## config.mk

```make
export PLATFORM = sky130hd
export DESIGN_NAME = fma_round_arbiter
export DESIGN_NICKNAME = d
export VERILOG_FILES = /design/src/rtl/fma_round_arbiter.sv
export SDC_FILE = /design/constraint.sdc
export NUM_CORES = 1
export LEC_CHECK = 0
export CORE_MARGIN = 5
export CORE_UTILIZATION = 48
export DETAILED_ROUTE_END_ITERATION = 7
export GPL_TIMING_DRIVEN = 0
export PLACE_DENSITY = 0.81
export SYNTH_ARGS = -nofsm -noshare
export SYNTH_HDL_FRONTEND = slang
export SYNTH_SLANG_ARGS = --single-unit
```

## constraint.sdc

```tcl
create_clock -name clk -period 2.4 [get_ports clk]
set_input_delay 0.24 -clock clk [delete_from_list [all_inputs] [get_ports clk]]
set_output_delay 0.24 -clock clk [all_outputs]
set_load 0.005 [all_outputs]
```

## src/rtl/fma_round_arbiter.sv

```systemverilog
// Two-lane round-robin front end feeding a shared 2-stage FP rounding pipeline with a drained rounding-mode register.
// Optional macro ROUND_INEXACT_FLAG_EN adds the out_inexact result flag.
module fma_round_arbiter #(
    parameter int MW = 24,
    parameter int EW = 8
) (
    input  logic                  clk,
    input  logic                  rst,
    input  logic [1:0]            req_valid,
    output logic [1:0]            req_ready,
    input  logic [1:0]            req_sign,
    input  logic [2*EW-1:0]       req_exp,
    input  logic [2*(MW+3)-1:0]   req_mant,
    input  logic                  cfg_we,
    input  logic [1:0]            cfg_mode,
    output logic                  cfg_busy,
    output logic [1:0]            cur_mode,
    output logic                  out_valid,
    input  logic                  out_ready,
    output logic                  out_lane,
    output logic                  out_sign,
    output logic [EW-1:0]         out_exp,
    output logic [MW-1:0]         out_mant,
`ifdef ROUND_INEXACT_FLAG_EN
    output logic                  out_ovf,
    output logic                  out_inexact
`else
    output logic                  out_ovf
`endif
);

    localparam int RW = MW + 3;

    typedef enum logic [1:0] {
        ModeTrunc    = 2'b00,
        ModePosInf   = 2'b01,
        ModeNegInf   = 2'b10,
        ModeNearEven = 2'b11
    } roundMode_e;

    roundMode_e     modeReg;
    logic [1:0]     pendMode;
    logic           busyReg;
    logic           prioLane;

    logic           stall;
    logic           pipeEmpty;
    logic           grantLane;
    logic           accept;

    logic           selSign;
    logic [EW-1:0]  selExp;
    logic [RW-1:0]  selMant;
    logic           selTail;
    logic           selRndUp;

    logic           s1Valid;
    logic           s1Lane;
    logic           s1Sign;
    logic [EW-1:0]  s1Exp;
    logic [MW-1:0]  s1Kept;
    logic           s1RndUp;

    logic [MW:0]    sumMant;
    logic [EW-1:0]  expInc;
    logic [EW-1:0]  rExp;
    logic [MW-1:0]  rMant;
    logic           rOvf;

    assign stall     = out_valid & ~out_ready;
    assign pipeEmpty = ~s1Valid & ~out_valid;
    assign cfg_busy  = busyReg;
    assign cur_mode  = modeReg;

    // Contention goes to the preferred lane; a lone requester wins outright.
    always_comb begin
        grantLane = prioLane;
        if (req_valid == 2'b01) begin
            grantLane = 1'b0;
        end else if (req_valid == 2'b10) begin
            grantLane = 1'b1;
        end
        req_ready = 2'b00;
        if (!stall && !busyReg && req_valid[grantLane]) begin
            req_ready[grantLane] = 1'b1;
        end
    end

    assign accept  = |(req_valid & req_ready);
    assign selSign = req_sign[grantLane];
    assign selExp  = grantLane ? req_exp[2*EW-1:EW] : req_exp[EW-1:0];
    assign selMant = grantLane ? req_mant[2*RW-1:RW] : req_mant[RW-1:0];
    assign selTail = |selMant[2:0];

    always_comb begin
        selRndUp = 1'b0;
        case (modeReg)
            ModeTrunc:    selRndUp = 1'b0;
            ModePosInf:   selRndUp = ~selSign & selTail;
            ModeNegInf:   selRndUp = selSign & selTail;
            ModeNearEven: selRndUp = selMant[2] & (selMant[3] | selMant[1] | selMant[0]);
            default:      selRndUp = 1'b0;
        endcase
    end

    always_ff @(posedge clk or posedge rst) begin
        if (rst) begin
            prioLane <= 1'b0;
        end else if (accept) begin
            prioLane <= ~grantLane;
        end
    end

    // A write while busy just replaces the pending value; it lands once both stages are empty.
    always_ff @(posedge clk or posedge rst) begin
        if (rst) begin
            modeReg  <= ModeNearEven;
            pendMode <= 2'b11;
            busyReg  <= 1'b0;
        end else if (cfg_we) begin
            pendMode <= cfg_mode;
            busyReg  <= 1'b1;
        end else if (busyReg && pipeEmpty) begin
            modeReg  <= roundMode_e'(pendMode);
            busyReg  <= 1'b0;
        end
    end

    // The round-up decision is frozen here so later mode changes cannot affect this op.
    always_ff @(posedge clk or posedge rst) begin
        if (rst) begin
            s1Valid <= 1'b0;
            s1Lane  <= 1'b0;
            s1Sign  <= 1'b0;
            s1Exp   <= '0;
            s1Kept  <= '0;
            s1RndUp <= 1'b0;
        end else if (!stall) begin
            s1Valid <= accept;
            if (accept) begin
                s1Lane  <= grantLane;
                s1Sign  <= selSign;
                s1Exp   <= selExp;
                s1Kept  <= selMant[RW-1:3];
                s1RndUp <= selRndUp;
            end
        end
    end

    assign sumMant = {1'b0, s1Kept} + {{MW{1'b0}}, s1RndUp};
    assign expInc  = s1Exp + {{(EW-1){1'b0}}, 1'b1};

    always_comb begin
        rExp  = s1Exp;
        rMant = sumMant[MW-1:0];
        rOvf  = 1'b0;
        if (s1Exp == {EW{1'b1}}) begin
            rMant = s1Kept;
        end else if (sumMant[MW]) begin
            rExp  = expInc;
            rMant = {1'b1, {(MW-1){1'b0}}};
            if (expInc == {EW{1'b1}}) begin
                rOvf  = 1'b1;
                rMant = '0;
            end
        end
    end

    always_ff @(posedge clk or posedge rst) begin
        if (rst) begin
            out_valid <= 1'b0;
            out_lane  <= 1'b0;
            out_sign  <= 1'b0;
            out_exp   <= '0;
            out_mant  <= '0;
            out_ovf   <= 1'b0;
        end else if (!stall) begin
            out_valid <= s1Valid;
            if (s1Valid) begin
                out_lane <= s1Lane;
                out_sign <= s1Sign;
                out_exp  <= rExp;
                out_mant <= rMant;
                out_ovf  <= rOvf;
            end
        end
    end

`ifdef ROUND_INEXACT_FLAG_EN
    logic s1Inexact;

    always_ff @(posedge clk or posedge rst) begin
        if (rst) begin
            s1Inexact   <= 1'b0;
            out_inexact <= 1'b0;
        end else if (!stall) begin
            if (accept) begin
                s1Inexact <= selTail;
            end
            if (s1Valid) begin
                out_inexact <= s1Inexact | rOvf;
            end
        end
    end
`endif

endmodule
```

# Word level (Yosys, flattened, before mapping)

Index checks and enable logic that the tools add are counted.

Output and inout port bits: 41
Input port bits: 80
Flip-flop bits (word level): 78
Word-level logic and storage cells: 77

Bitwise gates (word level): 15
Multiplexer cells: 22
Equal/unequal tests: 7
Reduce and logical (&&, ||, !) cells: 13
Add/sub/neg operators: 2
Magnitude comparators: 2

Operators by type and width:

| kind                  | count |
|---|---|
| $mux W24              | 3 |
| $mux W27              | 1 |
| $add A24 B1 Y25       | 1 |
| $mux W8               | 3 |
| $eq A8 B8 Y1 const B  | 2 |
| $mux W1               | 12 |
| $add A8 B1 Y8 const B | 1 |
| $not A1 Y1            | 7 |
| $eq A2 B2 Y1 const B  | 3 |
| $reduce_and A2 Y1     | 3 |
| $and A1 B1 Y1         | 5 |
| $eq A2 B1 Y1 const B  | 2 |
| $logic_and A1 B1 Y1   | 4 |
| $pmux W1 S4           | 1 |
| $reduce_or A3 Y1      | 1 |
| $and A2 B2 Y2         | 1 |
| $logic_not A1 Y1      | 2 |
| $logic_not A2 Y1      | 1 |
| $lt A1 B2 Y1 const B  | 1 |
| $mux W2               | 1 |
| $or A1 B1 Y1          | 2 |
| $reduce_bool A2 Y1    | 1 |
| $reduce_or A2 Y1      | 1 |
| $demux W1 S1          | 1 |
| $ge A1 B1 Y1 const B  | 1 |

# Longest topological paths before layout

Word-level depth: 11
Gate-level depth with buffers: 7
Depth with buffers taken out: 7

# Least setup slack after synthesis

Ideal clock, no wire load.

Path kind: flip-flop to flip-flop
Start point: register s1Kept[13]
End point: register out_mant[10]
Period minus slack after synthesis: 1.994 ns
Required time: 2.271 ns
Buffers on the path: 1
Arrival time: 1.865 ns
Cell stages (with the launch flop): 7
Setup slack: 0.406 ns
Setup time: 0.129 ns
Cell sequence: dfrtp_1 > nand4_2 > or4_1 > buf_4 > nor4_4 > or2b_1 > o21ai_0

Cells in the longest elaborated chain, start to end: 3

RTL lines:

| what                   | line | text |
|---|---|---|
| from (decl)            | 61   | `logic [MW-1:0] s1Kept;` |
| from (signal assigned) | 144  | `s1Kept <= selMant[RW-1:3];` |
| $add A24 B1 Y25        | 150  | `assign sumMant = {1'b0, s1Kept} + {{MW{1'b0}}, s1RndUp};` |
| $mux W24               | 159  | `end else if (sumMant[MW]) begin` |
| $mux W24               | 157  | `if (s1Exp == {EW{1'b1}}) begin` |
| to (signal assigned)   | 183  | `out_mant <= rMant;` |
| to (decl)              | 23   | `output logic [MW-1:0] out_mant,` |

Every way passes these cells.
A chain may end at the register's enable or synchronous reset.

# Final worst setup path

Start point: input req_valid[0]
End point: output req_ready[1]

Cells in the longest elaborated chain, start to end: 8
Elaborated cells between the ends (all ways): 13
Those cells by class: order compare (2); eq/ne (2); mux (7); reduce/logical (2)

RTL lines:

| what                                                                      | line | text |
|---|---|---|
| from (decl)                                                               | 9    | `input logic [1:0] req_valid,` |
| $eq A2 B2 Y1                                                              | 80   | `end else if (req_valid == 2'b10) begin` |
| $mux W1                                                                   | 80   |  |
| $mux W1                                                                   | 78   | `if (req_valid == 2'b01) begin` |
| $lt A1 B2 Y1 (implied by the code) / $ge A1 B1 Y1 (equally long branches) | 85   | `req_ready[grantLane] = 1'b1;` |
| $logic_and A1 B1 Y1 (implied by the code)                                 | 85   |  |
| $mux W1 (implied by the code)                                             | 85   |  |
| $demux W1 S1                                                              | 85   |  |
| $mux W2 (*)                                                               | 84   | `if (!stall && !busyReg && req_valid[grantLane]) begin` |
| to (decl)                                                                 | 10   | `output logic [1:0] req_ready,` |

Every way passes the cells marked *; elsewhere a longest branch is shown, timed or not. The select of a mux whose other input is x is not followed.

==> summary.md <==
| Metric | Value |
|---|---|
| Filler cells | `slightly below 700` |
| Hold Vio Cnt, Final | `0` |
| TritonRoute pass-1 iters | `5` |
| Routed wire per std cell | `16.1 um` |
| Prevailing post-synth register cell | `dfrtp_1` |
| Synthesized instance count | `about 450` |
| DRC viols | `0` |
| PD cells | `1060 mW/mm^2` |
| Synth Area in Compound Gates | `around 13%` |
| Post-Layout Cell Count | `~700` |
| Largest family of logic cells by synthesized area | `simple AND/OR/NAND/NOR gates` |
| Area Growth Syn to Fin | `40.1%` |
| Initial Util | `48.6%` |
| Row count | `34` |
| Yosys reg bits | `roughly 80` |
| Hold_ws | `0.298 ns` |
| Global-route wire length before repair | `around 18,000 um` |
| Vias in the first global route | `between 3k and 4k` |
| TritonCTS Sinks | `78` |
| Routed WL | `around 11,000 um` |
| Critical path origin | `req_valid[0]` |
| Layout cells sized above 1 | `between 7 and 8%` |
| Width of the die | `between 100 and 150 um` |
| DRC violation total after the first TritonRoute iteration | `~170` |
| Final cycle utilization of the critical path | `a little over nine tenths` |
| HPWL after detailed placement | `just under 9000 um` |
| Worst-path clk slew | `~0.08 ns` |
| Most frequent cells in the layout | `clkdlybuf4s50_1 (120), nand2_1 (76), dfrtp_1 (74)` |
| Die height | `103 um` |
| Largest vdd supply drop | `around 400 uV` |
| Antenna violations before repair | `0` |
| Endpoints failing setup | `0` |
| Post-synth net total | `roughly 540` |
| Final nets | `675` |
| Max cap viols | `0` |
| Post-synthesis cell type count | `45` |
| Critical path endpoint category | `primary output` |
| Async SR Flop Fraction | `100%` |
| Via count | `~3.8k` |
| # diodes | `0` |
| Post-synthesis simple-gate area fraction | `between 20% and 30%` |
| Synthesized area per cell | `between 9 and 10 um^2` |
| Routability cong. | `approximately 0.86` |
| CTS Buffer Depth | `2` |
| Worst Setup Slack, final | `0.0935 ns` |
| All-Layer GR Usage | `about 22%` |
| Leading cell type in the layout, fill and taps excluded | `clkdlybuf4s50_1` |
| WS Path Type | `in2out` |
| Clock latency on the worst-skew pair | `about 0.35 ns` |
| Synth Area in XOR/XNOR | `between 5 and 6%` |
| Reg2Reg Setup Slack | `between 0.15 and 0.2 ns` |
| Critical path launch point type | `primary input` |
| Area post-placement | `~0.0056 mm^2` |
| DR vias/cell | `roughly 5.5` |
| Post-synth EDFFs | `0` |
| Syn. warnings | `0` |
| Static Leak | `0.00245 uW` |
| Worst-margin pin slew | `approximately 0.63 ns` |
| Placeable Area | `0.00864 mm^2` |
| Worst slew margin | `57.7%` |
| CTS Buf Count | `9` |
| Root buffer cell | `clkbuf_8` |
| Outcome | `completed` |
| Max Clk Rate | `roughly 430 MHz` |
| Routed Antenna Nets | `0` |
| Crit path max fanout | `10` |
| # IOs | `121` |
| H-tree level count | `3` |
| Cell area after layout | `between 0.005 and 0.006 mm^2` |
| R2R Path Start | `s1Kept[13]` |
| Largest net degree at the start of global routing | `79` |
| Dpl ws | `-0.406 ns` |
| Synth Cell Area | `0.00419 mm^2` |
| CTS tree | `done` |
| Hold Crit Class | `in2async` |
| Multiplexer area fraction after synthesis | `a little under a tenth` |
| Slew Viols, Final | `0` |
| Skew final | `0.00395 ns` |
| Seq/Total Area, Yosys | `46.7%` |
| GR Overflow Total | `0` |
| Placed insts | `approximately 680` |
| Finished Core Util | `between 60% and 70%` |
| # port buffers | `between 100 and 150` |
| Unrepaired setup endpoints after global routing | `no` |
| Data required, critical path | `between 2 and 2.5 ns` |
| Crit path time final | `between 2 and 2.5 ns` |
| Adder-cell area share of the yosys netlist | `roughly 2.1%` |
| Die area | `about 0.011 mm^2` |
| Crit path DAT | `slightly above 2 ns` |
## state kept, by name, indices dropped and copies added, names as in the netlist, 2 cells and up
signal    cells
cur_mode      2
out_exp       8
out_mant     24
pendMode      2
s1Exp         8
s1Kept       24
## area by class of cell
| cell class | count | area [um^2] | area share (%) |
|---|---|---|---|
| multi-input cells | 336 | 2140 | 36.4 |
| clock inverters | 3 | 65.1 | 1.11 |
| clock buffers | 13 | 169 | 2.87 |
| inverters | 14 | 55.1 | 0.937 |
| repair buffers | 125 | 1260 | 21.4 |
| plain buffers | 24 | 100 | 1.70 |
| well taps | 108 | 135 | 2.30 |
| flip-flops and latches | 78 | 1960 | 33.3 |
## cell usage after synthesis, types with 2 or more instances
library cell | number | share of area, %
and2_1 | 3 | 0.45
a211oi_1 | 9 | 1.6
nand3_1 | 15 | 1.8
nand3b_1 | 2 | 0.36
dfstp_2 | 4 | 2.5
buf_2 | 3 | 0.36
mux2_2 | 2 | 0.54
a21o_1 | 5 | 0.90
o21ai_0 | 50 | 6.0
o21ai_1 | 2 | 0.24
inv_1 | 14 | 1.3
a21oi_1 | 9 | 1.1
and4_1 | 4 | 0.84
dfrtp_1 | 74 | 44
xnor2_1 | 22 | 4.6
nand2b_1 | 4 | 0.60
or3_1 | 4 | 0.60
a31oi_1 | 2 | 0.30
nor4b_1 | 3 | 0.63
xor2_1 | 3 | 0.63
nand2_1 | 76 | 6.8
clkbuf_1 | 20 | 1.8
mux2i_1 | 36 | 8.6
a211o_1 | 2 | 0.42
nor2_1 | 27 | 2.4
o31ai_1 | 3 | 0.54
nor3_1 | 11 | 1.3
ha_1 | 7 | 2.1
nand4_1 | 7 | 1.0
and3_1 | 3 | 0.45
nor4_1 | 12 | 1.8
## final timing paths
| check | cells after the start | to |
|---|---|---|
| setup / recovery | 6 | req_ready[1] |
| hold / removal | 3 | s1Kept[12] |
| setup reg to reg | 6 | out_exp[6] |
| hold reg to reg | 2 | out_ovf |
| max in group asynchronous | 3 | cur_mode[0] |
| min in group clk | 2 | out_ovf |
## per-stage QoR
step | power (uW) | setup TNS [ns]
after floorplan | 3770 | 0
after detailed placement | 5050 | -3.03
after global placement | 4920 | -68.92
after CTS | 6220 | 0
final | 6210 | 0
after global routing | 6660 | 0
## logic make-up after synthesis
group | count (synthesis)
and+or+nand+nor | 178
adders and majority gates | 7
xor gates and xnor gates | 25
buffers and inverters | 38
AOI/OAI and AO/OA | 88
DFF | 78
muxes | 38
## power breakdown
group | switching [uW] | internal, uW | total, uW
clock | 471 | 670 | 1140
combinational | 1220 | 1320 | 2540
sequential | 616 | 1920 | 2530
## repair_timing
| action | 4_1_cts | 5_1_grt |
|---|---|---|
| hold buffers | 0 | 0 |
| buffers inserted | 0 | 4 |
| gates resized for setup | 7 | 2 |
| pin swaps | 0 | 3 |
| setup endpoints to repair | 9 | 16 |
## layer usage
metal | routed length (um) | up-vias | global-route usage (%)
met1 | 4920 | 1808 | 29.8
met3 | 800 | 12 | 5.77
met4 | 110 | 0 | 5.18
li1 | - | 1864 | -
met5 | 0 | - | 0
met2 | 5440 | 140 | 34.8
## worst max-delay path, cell delays in order
cell             delay [ns]
clkdlybuf4s50_1        0.52
nand2b_1               0.17
a21oi_4                0.31
buf_4                  0.27
nor2_1                 0.08
clkdlybuf4s50_1        0.46
Power figures use the tool's default switching activity.
